[src/rtl/mux_pkg.sv]
`default_nettype none
// ============================================================================
//  Module      : mux_pkg
//  Description : Shared types and constants for the scanning word multiplexer.
//  Revision    : 1.0 - initial release
// ============================================================================
package mux_pkg;

    typedef enum logic [1:0] {
        LIVRE  = 2'd0,
        ESPERA = 2'd1,
        PAUSA  = 2'd2
    } estado_t;

    localparam logic MODO_MANUAL    = 1'b0;
    localparam logic MODO_VARREDURA = 1'b1;

endpackage : mux_pkg
`default_nettype wire

[src/rtl/arbitro_rotativo.sv]
`default_nettype none
// ============================================================================
//  Module      : arbitro_rotativo
//  Description : Combinational round-robin search for the next enabled channel
//                after ptr, wrapping from CANAIS-1 back to 0.
//  Revision    : 1.0 - initial release
// ============================================================================
module arbitro_rotativo #(
    parameter  int CANAIS = 8,
    localparam int SEL_W  = $clog2(CANAIS)
) (
    input  logic [CANAIS-1:0] mascara,
    input  logic [SEL_W-1:0]  ptr,
    output logic [SEL_W-1:0]  nxt,
    output logic              achou
);

    logic [SEL_W-1:0] idx;

    // Walk from the farthest offset to the nearest so the closest hit wins;
    // offset CANAIS lets ptr itself be chosen when it is the only one enabled.
    always_comb begin
        nxt   = '0;
        achou = 1'b0;
        idx   = '0;
        for (int k = CANAIS; k >= 1; k--) begin
            idx = SEL_W'((int'(ptr) + k) % CANAIS);
            if (mascara[idx]) begin
                nxt   = idx;
                achou = 1'b1;
            end
        end
    end

endmodule : arbitro_rotativo
`default_nettype wire

[src/rtl/multiplexador_varredura.sv]
`default_nettype none
// ============================================================================
//  Module      : multiplexador_varredura
//  Description : Registered N:1 word multiplexer with manual selection or
//                round-robin scan with dwell, valid/ready output handshake.
//  Revision    : 1.0 - initial release
// ============================================================================
module multiplexador_varredura
    import mux_pkg::*;
#(
    parameter  int LARGURA = 8,
    parameter  int CANAIS  = 8,
    parameter  int CONT_W  = 8,
    localparam int SEL_W   = $clog2(CANAIS)
) (
    input  logic                            clk,
    input  logic                            rst_n,
    input  logic [CANAIS-1:0][LARGURA-1:0]  entrada,
    input  logic [CANAIS-1:0]               habilita_canal,
    input  logic                            modo,
    input  logic [SEL_W-1:0]                seletor,
    input  logic [CONT_W-1:0]               permanencia,
    output logic [LARGURA-1:0]              saida,
    output logic [SEL_W-1:0]                canal_saida,
    output logic                            saida_valida,
    input  logic                            saida_pronta,
    output logic                            erro_sel
);

    estado_t             estado;
    logic [SEL_W-1:0]    ptr;
    logic [CONT_W-1:0]   cnt;

    logic [SEL_W-1:0]    nxt;
    logic                achou;
    logic                aceite;
    logic                sel_ok;
    logic                executa_livre;
    logic                cap;
    logic                erro;
    logic [SEL_W-1:0]    canal_cap;

    arbitro_rotativo #(
        .CANAIS (CANAIS)
    ) u_arbitro (
        .mascara (habilita_canal),
        .ptr     (ptr),
        .nxt     (nxt),
        .achou   (achou)
    );

    assign aceite = saida_valida & saida_pronta;

    // Decision a free slot would take this cycle ("act as LIVRE").
    always_comb begin
        sel_ok    = 1'b0;
        cap       = 1'b0;
        erro      = 1'b0;
        canal_cap = seletor;
        if ({1'b0, seletor} < (SEL_W + 1)'(CANAIS)) begin
            sel_ok = habilita_canal[seletor];
        end
        if (modo == MODO_MANUAL) begin
            if (sel_ok) begin
                cap = 1'b1;
            end else begin
                erro = 1'b1;
            end
        end else if (achou) begin
            cap       = 1'b1;
            canal_cap = nxt;
        end
    end

    // The final dwell cycle captures directly so exactly permanencia idle
    // cycles separate two scan words.
    always_comb begin
        executa_livre = 1'b0;
        case (estado)
            LIVRE:   executa_livre = 1'b1;
            ESPERA:  executa_livre = aceite &
                                     ((modo == MODO_MANUAL) || (permanencia == '0));
            PAUSA:   executa_livre = (modo == MODO_VARREDURA) && (cnt <= CONT_W'(1));
            default: executa_livre = 1'b1;
        endcase
    end

    always_ff @(posedge clk or negedge rst_n) begin
        if (!rst_n) begin
            estado       <= LIVRE;
            ptr          <= SEL_W'(CANAIS - 1);
            cnt          <= '0;
            saida        <= '0;
            canal_saida  <= '0;
            saida_valida <= 1'b0;
            erro_sel     <= 1'b0;
        end else begin
            erro_sel <= 1'b0;
            if (executa_livre) begin
                erro_sel <= erro;
                cnt      <= '0;
                if (cap) begin
                    saida        <= entrada[canal_cap];
                    canal_saida  <= canal_cap;
                    saida_valida <= 1'b1;
                    estado       <= ESPERA;
                    if (modo == MODO_VARREDURA) begin
                        ptr <= nxt;
                    end
                end else begin
                    saida_valida <= 1'b0;
                    estado       <= LIVRE;
                end
            end else begin
                case (estado)
                    ESPERA: begin
                        if (aceite) begin
                            saida_valida <= 1'b0;
                            cnt          <= permanencia;
                            estado       <= PAUSA;
                        end
                    end
                    PAUSA: begin
                        if (modo == MODO_MANUAL) begin
                            cnt    <= '0;
                            estado <= LIVRE;
                        end else begin
                            cnt <= cnt - CONT_W'(1);
                        end
                    end
                    default: estado <= LIVRE;
                endcase
            end
        end
    end

endmodule : multiplexador_varredura
`default_nettype wire

[config.mk]
export PLATFORM = sky130hd
export DESIGN_NAME = multiplexador_varredura
export DESIGN_NICKNAME = d
export VERILOG_FILES = /design/src/rtl/mux_pkg.sv /design/src/rtl/arbitro_rotativo.sv /design/src/rtl/multiplexador_varredura.sv
export SDC_FILE = /design/constraint.sdc
export NUM_CORES = 1
export LEC_CHECK = 0
export ABC_AREA = 1
export BUFFER_PORTS_ARGS = -buffer_cell sky130_fd_sc_hd__buf_2
export CORE_MARGIN = 2
export CORE_UTILIZATION = 45
export CTS_BUF_LIST = sky130_fd_sc_hd__clkbuf_8
export CTS_CLUSTER_DIAMETER = 30
export CTS_CLUSTER_SIZE = 30
export DETAILED_ROUTE_END_ITERATION = 8
export PLACE_DENSITY = 0.71
export SYNTH_ARGS = -nofsm -noshare
export SYNTH_HDL_FRONTEND = slang
export SYNTH_SLANG_ARGS = --single-unit
[constraint.sdc]
create_clock -name clk -period 3.42 [get_ports clk]
set_input_delay 0.855 -clock clk [delete_from_list [all_inputs] [get_ports clk]]
set_output_delay 0.855 -clock clk [all_outputs]
set_load 0.005 [all_outputs]
==> key figures, run 1 <==
Pwr
  – Comb pwr share: 0.799
  – Sequential power share: 0.138
  – Internal power: around 1800 uW
  – Peak supply drop: about 580 uV
  – Psw: approximately 2400 uW
  – Leak: 0.002088 uW
  – Power per Cell Area: roughly 1100 nW/um^2
  – Clock power frac: 0.063
  – Sw frac: 0.5714

Floorplanning
  – Rows: 29
  – Die width: about 86 microns
  – Initial Utilization: 0.4724
  – IO Pins: 100
  – Die area: ~7400 sq um
  – Core Area: approximately 6400 sq um
  – DIE HEIGHT: between 80 and 90 microns

Clocking
  – Hold Buf Count CTS: 0
  – Total CTS buffers: 3
  – Clock transition at path regs: roughly 90 ps
  – Clock Sink Count: 26
  – Worst-Skew Late Latency: between 200 and 300 ps
  – CTS root buf: clkbuf_8
  – Bufs on Longest Clock Path: 2
  – H-tree depth: 1
  – CTS tree: built

Global route
  – Vias in the first global route: approximately 3400
  – Largest net degree at the start of global routing: 27
  – Tot GR Track Use: 0.2444
  – Initial antenna violation count: 0
  – Total grt overflow: 0
  – Global-route wire length before repair: approximately 15000 microns

STA
  – Min Hold Slack: slightly below 500 ps
  – Final setup violation count: 0
  – Final Hold Viols: 0
  – Period utilization: 0.9270
  – Max Slew Vio Count: 0
  – Min setup slack post-route: around 250 ps
  – Min Tclk post-route: between 3000 and 4000 ps
  – Fmax: between 300 and 400 MHz
  – Worst-Margin Slew: a little under 600 ps
  – Worst slew margin: 0.6129
  – Worst-case clock skew: between 2 and 2.5 ps
  – Setup TNS: 0 ps
  – Unrepaired setup endpoints after global routing: false

Synth
  – XOR/XNOR Fraction of Synth Area: 0.01402
  – Post-Syn Area: 3034 sq um
  – Post-synthesis register bit count: 26
  – Syn nets: between 500 and 600
  – Post-Synth Simple-Gate Area: 0.5299
  – Largest family of logic cells by synthesized area: simple AND/OR/NAND/NOR gates
  – Synthesized instance count: between 400 and 500
  – Post-synthesis compound-gate area fraction: 0.09897
  – Yosys top cell area share: 0.2128
  – Top area cells in the synthesized netlist: nand2_1 (21%), dfrtp_1 (19%), nand3_1 (16%), nand3_2 (9.2%), inv_1 (5.2%)
  – Post-synthesis async set-or-reset flop share: 1.000
  – Synth warn: 0
  – Top_reg_cell synth: dfrtp_1
  – Synth Area per Inst: between 6 and 7 sq um
  – Post-synthesis mux area share: 0
  – Post-synth top area cell: nand2_1
  – Adder-cell share of the synthesized area: 0.02474
  – Sequential area share after synthesis: 0.2157
  – Count of flip-flops with a built-in enable after synthesis: 0
  – Synth cell types: 37

Routing
  – TritonRoute pass-1 iters: 4
  – Final WL: roughly 8800 microns
  – Met3 WL post-DR: ~440 microns
  – Metal-1 WL: 3761 microns
  – Drt wl/cell: between 10 and 15 microns
  – Top Metal Used: met4
  – DR WL met2: around 4300 microns
  – Via Count: 3516
  – Iteration-0 DRC Markers: 129
  – Vias/cell: about 5.4
  – Post-route ant nets: 0
  – # DRC: 0

Worst setup path
  – WP data required: between 3000 and 4000 ps
  – Worst Path Max Fanout: 24
  – CP Class: flip-flop to flip-flop
  – Worst EP arrival: around 3300 ps
  – Crit path launch type: flip-flop
  – Critical path's top delay family: simple AND/OR/NAND/NOR gates
  – Buf+Inv Stages, Crit Path: 3
  – Worst path most repeated cell: nand3_1
  – Worst-path cell with the longest stage delay: dfstp_2
  – Crit end category: flip-flop
  – Max stage delay on crit path: 560 ps
  – Crit-path cells: inv_4, ha_1, inv_2, nand3_1, nand3_1, nand2_2, nor2_2, nand4_2, nor2_4, nor2_4, or2_1, buf_4, nand3_2, nand2_1, nand2_1, nand3_1, nand3_1, nand2_1

Final layout
  – Layout cells sized above 1: 0.2981
  – Post-layout nets: 671
  – Post-route cell area: 3645 sq um
  – P&R area growth vs syn: 20.12%
  – Ant. Diodes: 0
  – Finished Core Util: 0.5675

Placed design
  – Dpl cell area: about 3600 sq um
  – Hpwl dp: between 7000 and 8000 microns
  – Buffers on Ports: 99
  – Global placement routability congestion: about 0.97
  – DP Worst Slack: between 150 and 200 ps

Hold path
  – Worst min path class: flip-flop to flip-flop

Run status
  – Status: completed

Flow run
  – Max Cap Viol: 0
-- synth_stat cells (3+ instances only) --
master    number
a21oi_1       15
a31oi_1        3
buf_2          7
buf_4          3
buf_6          5
clkbuf_1       3
dfrtp_1       23
dfstp_2        3
ha_1           6
inv_1         42
inv_2          4
nand2_1      172
nand2_2        6
nand2_4        6
nand3_1       94
nand3_2       28
nor2_1        11
o21ai_0       21
o22ai_1        5
xor2_1         3
-- tightest hold or removal path: stages, from the launching register on --
cell	delay (ps)
dfrtp_1	350
nand2_1	50
nand2_1	60
-- placed cells by master, fill, tap and decap left out, types with 2 or more instances in the layout --
master | synthesis | routed
a21oi_1 | 15 | 15
a22oi_1 | 2 | 2
a31oi_1 | 3 | 3
buf_12 | 2 | 2
buf_2 | 7 | 99
buf_4 | 3 | 9
clkbuf_8 | 0 | 3
dfrtp_1 | 23 | 23
dfstp_2 | 3 | 3
ha_1 | 6 | 6
inv_1 | 42 | 41
inv_2 | 4 | 5
inv_4 | 2 | 2
nand2_1 | 172 | 170
nand2_2 | 6 | 8
nand2_4 | 6 | 6
nand3_1 | 94 | 94
nand3_2 | 28 | 28
nor2_1 | 11 | 11
nor2_2 | 2 | 2
nor2_4 | 2 | 2
o21ai_0 | 21 | 21
o21bai_1 | 2 | 2
o22ai_1 | 5 | 5
xor2_1 | 3 | 3
-- area by class of cell --
cell class / instances / area, sq um
fill: 634 / 2778
clock buffer: 3 / 41.29
multi-input combinational: 388 / 2031
clock inverter: 1 / 30.03
timing repair buffer: 110 / 603.1
tap: 77 / 96.34
inverter: 49 / 188.9
sequential: 26 / 654.4
-- routing by layer --
layer  global-route usage  vias up
li1                     -     1777
met5                    0        -
met1               0.2998     1567
met2               0.4214      138
met4               0.1126        0
met3              0.03465       34
-- path summary, 6_finish.rpt --
check                           startpoint        endpoint  slack [ps]  cells past startpoint
worst max-delay path                ptr[1]        saida[5]         250                     18
worst min-delay path              saida[3]        saida[3]         480                      2
worst max register to register      ptr[1]        saida[5]         250                     18
worst min register to register    saida[3]        saida[3]         480                      2
max in group asynchronous            rst_n  canal_saida[0]        2470                      1
min in group asynchronous            rst_n          cnt[7]         570                      1
-- registers in the layout, indices dropped and copies added, names as in the netlist --
signal,cells
canal_saida,3
cnt,8
erro_sel,1
estado,2
ptr,3
saida,8
saida_valida,1
-- through the flow --
step / instances / power (uW)
after detailed placement: 650 / 3827
after global placement: 650 / 3822
after floorplan: 483 / 3054
after CTS: 654 / 4098
after global routing: 654 / 4589
final: 654 / 4124
-- what timing repair did --
action                     in CTS  in global routing
resized for setup               0                  3
setup buffers                   0                  0
setup endpoints to repair       0                  8
-- logic make-up (layout without fill, tap and decap cells) --
family | count (synthesis) | after routing
XOR/XNOR | 4 | 4
buffers and inverters | 69 | 163
adder cells (fa/ha/maj) | 6 | 6
AO/OA/AOI/OAI | 53 | 53
flip-flops | 26 | 26
AND/OR/NAND/NOR | 325 | 325
-- power groups by stage --
stage	registers, uW	clock network, uW	logic (uW)
floorplan	546	0	2510
global placement	572	0	3250
detailed placement	571	0	3260
CTS	568	264	3260
global route	587	276	3730
finish	569	258	3300
Note: power is estimated with default switching activity, not from simulation.
==> inputs of run 2 (changes only) <==
--- a/config.mk
+++ b/config.mk
@@ -5,7 +5,6 @@
 export SDC_FILE = /design/constraint.sdc
 export NUM_CORES = 1
 export LEC_CHECK = 0
-export ABC_AREA = 1
 export BUFFER_PORTS_ARGS = -buffer_cell sky130_fd_sc_hd__buf_2
 export CORE_MARGIN = 2
 export CORE_UTILIZATION = 45
==> run 2 against run 1 <==
The run now ends with negative setup slack left. Power rose by 26%. Sequential share of layout area fell by 3.9 points. Cell area rose by 28%. Critical path depth fell by 5. Synthesized cell count fell by 30%. Largest cell class unchanged. Highest routed layer unchanged.
==> key figures, run 2 <==
Run status
  – Status: finished, violations left
  – Failing checks: negative setup slack

Final layout
  – Layout cells sized above 1: 0.5522 (+0.2541)
  – Cell Count, Final, Fillers Out: 578 (-12%)
  – Finished Core Util: 0.6926 (+0.1250)
  – P&R area growth vs syn: 51.36%
  – Most common cell after layout, fill and taps aside: buf_2
  – Post-layout nets: 592 (-12%)
  – Ant. Diodes: 0 (unchanged)
  – Most frequent cells in the layout: buf_2 (99), buf_4 (66), inv_1 (27)
  – Regs by FF count: cnt x8, saida x8
  – Footprint of the multi-input gates: 2480 sq um (+22%)
  – FF+latch area: 654.4 sq um (unchanged)
  – # fillers: 515 (-19%)

Synth
  – Top area cells in the synthesized netlist: dfrtp_1 (19%), mux4_2 (9.5%), mux2i_1 (9.4%), mux2_2 (7.0%), o211ai_1 (4.2%)
  – Synth Area per Inst: 9.149 sq um (+46%)
  – Top-count cell post-synth: mux2i_1
  – Synthesized instance count: 336 (-30%)
  – Post-synthesis async set-or-reset flop share: 1.000 (unchanged)
  – Post-Syn Area: 3074 sq um (+1.3%)
  – Most frequent cells after synthesis: mux2i_1 (29), inv_1 (28), nand2_1 (26)
  – Top_reg_cell synth: dfrtp_1
  – Synth cell types: 57 (+54%)
  – Yosys top cell area share: 0.1872 (-0.02556)
  – Count of flip-flops with a built-in enable after synthesis: 0 (unchanged)
  – Post-synthesis register bit count: 26 (unchanged)
  – Synth warn: 0 (unchanged)
  – Post-synth top area cell: dfrtp_1
  – Syn nets: 429 (-26%)
  – Sequential area share after synthesis: 0.2129 (-0.002809)

STA
  – Worst-case clock skew: 8.779 ps (+6.589 ps)
  – Worst-Margin Slew: 581.6 ps (+0.9505 ps)
  – Min setup slack post-route: -56.49 ps (-306.2 ps)
  – Unrepaired setup endpoints after global routing: true
  – Period utilization: 1.017 (+0.08954)
  – Final setup violation count: 8 (+8)
  – Worst slew margin: 0.6123 (-0.0006330)
  – Min Tclk post-route: 3476 ps (+306.2 ps)
  – Fmax: 287.6 MHz (-8.8%)
  – Final Hold Viols: 0 (unchanged)
  – Max Slew Vio Count: 0 (unchanged)

Worst setup path
  – Worst EP arrival: 3630 ps (+290 ps)
  – Worst path most repeated cell: mux2_4
  – R2r startpoint: ptr[0]
  – Crit end category: flip-flop
  – Buf+Inv Stages, Crit Path: 4 (+1)
  – Worst-path cell with the longest stage delay: dfstp_2
  – Crit-path cells: inv_6, ha_4, buf_8, mux4_2, buf_6, mux2_4, a2111o_1, o211ai_4, o21a_4, buf_12, mux2_4, o221ai_4, o221ai_2
  – WP data required: 3580 ps (about the same)
  – Critical path's top delay family: multiplexers
  – Worst Path Max Fanout: 8 (-67%)
  – Worst R2R Path Depth: 13 (-5)
  – Crit path launch type: flip-flop
  – CP Class: flip-flop to flip-flop
  – Max stage delay on crit path: 650 ps (+90 ps)
  – Worst R2R End: saida[4]
  – Reg2reg setup slack: -60 ps (-310 ps)

Routing
  – Drt wl/cell: 17.62 microns (+31%)
  – Via Count: 3446 (-2.0%)
  – Vias/cell: 5.962 (+11%)
  – # DRC: 0 (unchanged)
  – Post-route ant nets: 0 (unchanged)
  – Iteration-0 DRC Markers: 186 (+44%)
  – TritonRoute pass-1 iters: 4 (unchanged)
  – Final WL: 10190 microns (+16%)

Pwr
  – Sequential power share: 0.118 (-0.020)
  – Leak: 0.002178 uW (+4.3%)
  – Peak supply drop: 604.0 uV (+4.9%)
  – Internal power: 2891 uW (+64%)
  – Sw frac: 0.4442 (-0.1272)
  – Clock power frac: 0.050 (-0.013)
  – Psw: 2310 uW (-2.0%)
  – Power per Cell Area: 1118 nW/um^2 (-1.2%)
  – Comb pwr share: 0.832 (+0.033)

Global route
  – Met3 Use GR: 0.02381 (-0.01084)
  – Met2 usage: 0.4979 (+0.07648)
  – Initial antenna violation count: 0 (unchanged)
  – GRT busiest layer: met2
  – Grt met1 use: 0.3289 (+0.02913)
  – Total grt overflow: 0 (unchanged)
  – Tot GR Track Use: 0.2687 (+0.02423)
  – Global-route wire length before repair: 16210 microns (+9.6%)
  – Largest net degree at the start of global routing: 27 (unchanged)
  – Vias in the first global route: 3404 (+1.3%)

Floorplanning
  – Initial Utilization: 0.4575 (-0.01489)
  – Die width: 86.66 microns (+0.63%)
  – IO Pins: 100 (unchanged)
  – Rows: 30 (+3.4%)
  – Die area: 7509 sq um (+1.3%)
  – Core Area: 6719 sq um (+4.6%)
  – DIE HEIGHT: 86.66 microns (+0.63%)

Hold path
  – HP Start: canal_saida[1]
  – Hold Path Sink: canal_saida[1]
  – Worst hold stages: 2 (unchanged)
  – Worst min path class: flip-flop to flip-flop

Placed design
  – Placed cells: 555 (-15%)
  – Buffers on Ports: 99 (unchanged)
  – Global placement routability congestion: 0.9401 (-3.2%)
  – Hpwl dp: 7474 microns (+4.1%)

Clocking
  – Hold Buf Count CTS: 0 (unchanged)
  – H-tree depth: 1 (unchanged)
  – CTS root buf: clkbuf_8
  – CTS tree: built
  – Clock Sink Count: 26 (unchanged)
  – Bufs on Longest Clock Path: 2 (unchanged)
  – Clock transition at path regs: 100 ps (about the same)
  – Total CTS buffers: 3 (unchanged)
  – Worst-Skew Late Latency: 280 ps (about the same)

Flow run
  – Max Cap Viol: 0 (unchanged)
run 2: tightest hold or removal path, delay by kind of cell (launching register included):
family	cells	cell delay, ps
flip-flops	1	360
AND/OR/NAND/NOR	2	120
run 2: cells by family after synthesis:
family / count (synthesis) / share of synthesized area
AOI/OAI and AO/OA: 106 / 0.2637
xor gates and xnor gates: 5 / 0.01425
adders and majority gates: 6 / 0.02442
buffers and inverters: 51 / 0.08181
DFF: 26 / 0.2129
muxes: 68 / 0.2910
and+or+nand+nor: 74 / 0.1119
run 2: per-layer routing:
layer  share of wire  up-vias
met5               0        -
met4           0.020        0
met3           0.059       20
met2            0.52      146
met1            0.40     1666
li1                -     1614
run 2: worst max-delay path by stage:
| stage | end | depth (start not counted) | slack, ps | start |
|---|---|---|---|---|
| after floorplan | saida[3] | 14 | -240 | ptr[0] |
| after detailed placement | saida[2] | 11 | -180 | habilita_canal[2] |
| after global placement | saida[2] | 12 | -80 | habilita_canal[2] |
| after global routing | saida[7] | 15 | -140 | ptr[0] |
| final | saida[4] | 13 | -60 | ptr[0] |
| after CTS | saida[2] | 13 | -30 | ptr[0] |
run 2: cell type report:
class,count,area share
Multi-Input combinational cell,259,0.5329
Timing Repair Buffer,179,0.2640
Sequential cell,26,0.1406
Inverter,30,0.02554
Tap cell,80,0.02151
Clock buffer,3,0.008873
Clock inverter,1,0.006453
run 2: what timing repair did:
item	in CTS	in global routing
buffers inserted	15	3
pin swaps	14	12
resized for setup	43	15
gates cloned	2	0
setup endpoints to repair	8	10
run 2: power by group through the flow:
stage | clock (uW) | sequential [uW] | combinational [uW]
finish | 261 | 613 | 4330
global route | 271 | 628 | 4630
CTS | 263 | 601 | 4070
detailed placement | 0 | 599 | 3510
global placement | 0 | 592 | 3420
floorplan | 0 | 571 | 2450
run 2: metrics by stage:
| stage | setup slack [ps] | instance area [sq um] | hold WS, ps | setup TNS (ps) | power (uW) |
|---|---|---|---|---|---|
| 2_1_floorplan | -238.5 | 3173 | 490.6 | -1460 | 3018 |
| 3_3_place_gp | -84.06 | 4129 | 480.4 | -592.1 | 4009 |
| 3_5_place_dp | -183.9 | 4129 | 494.6 | -1149 | 4106 |
| 4_1_cts | -28.83 | 4547 | 518.8 | -140.2 | 4931 |
| 5_1_grt | -140.2 | 4653 | 543.2 | -967.6 | 5526 |
| 6_report | -56.49 | 4653 | 514.6 | -330.8 | 5200 |
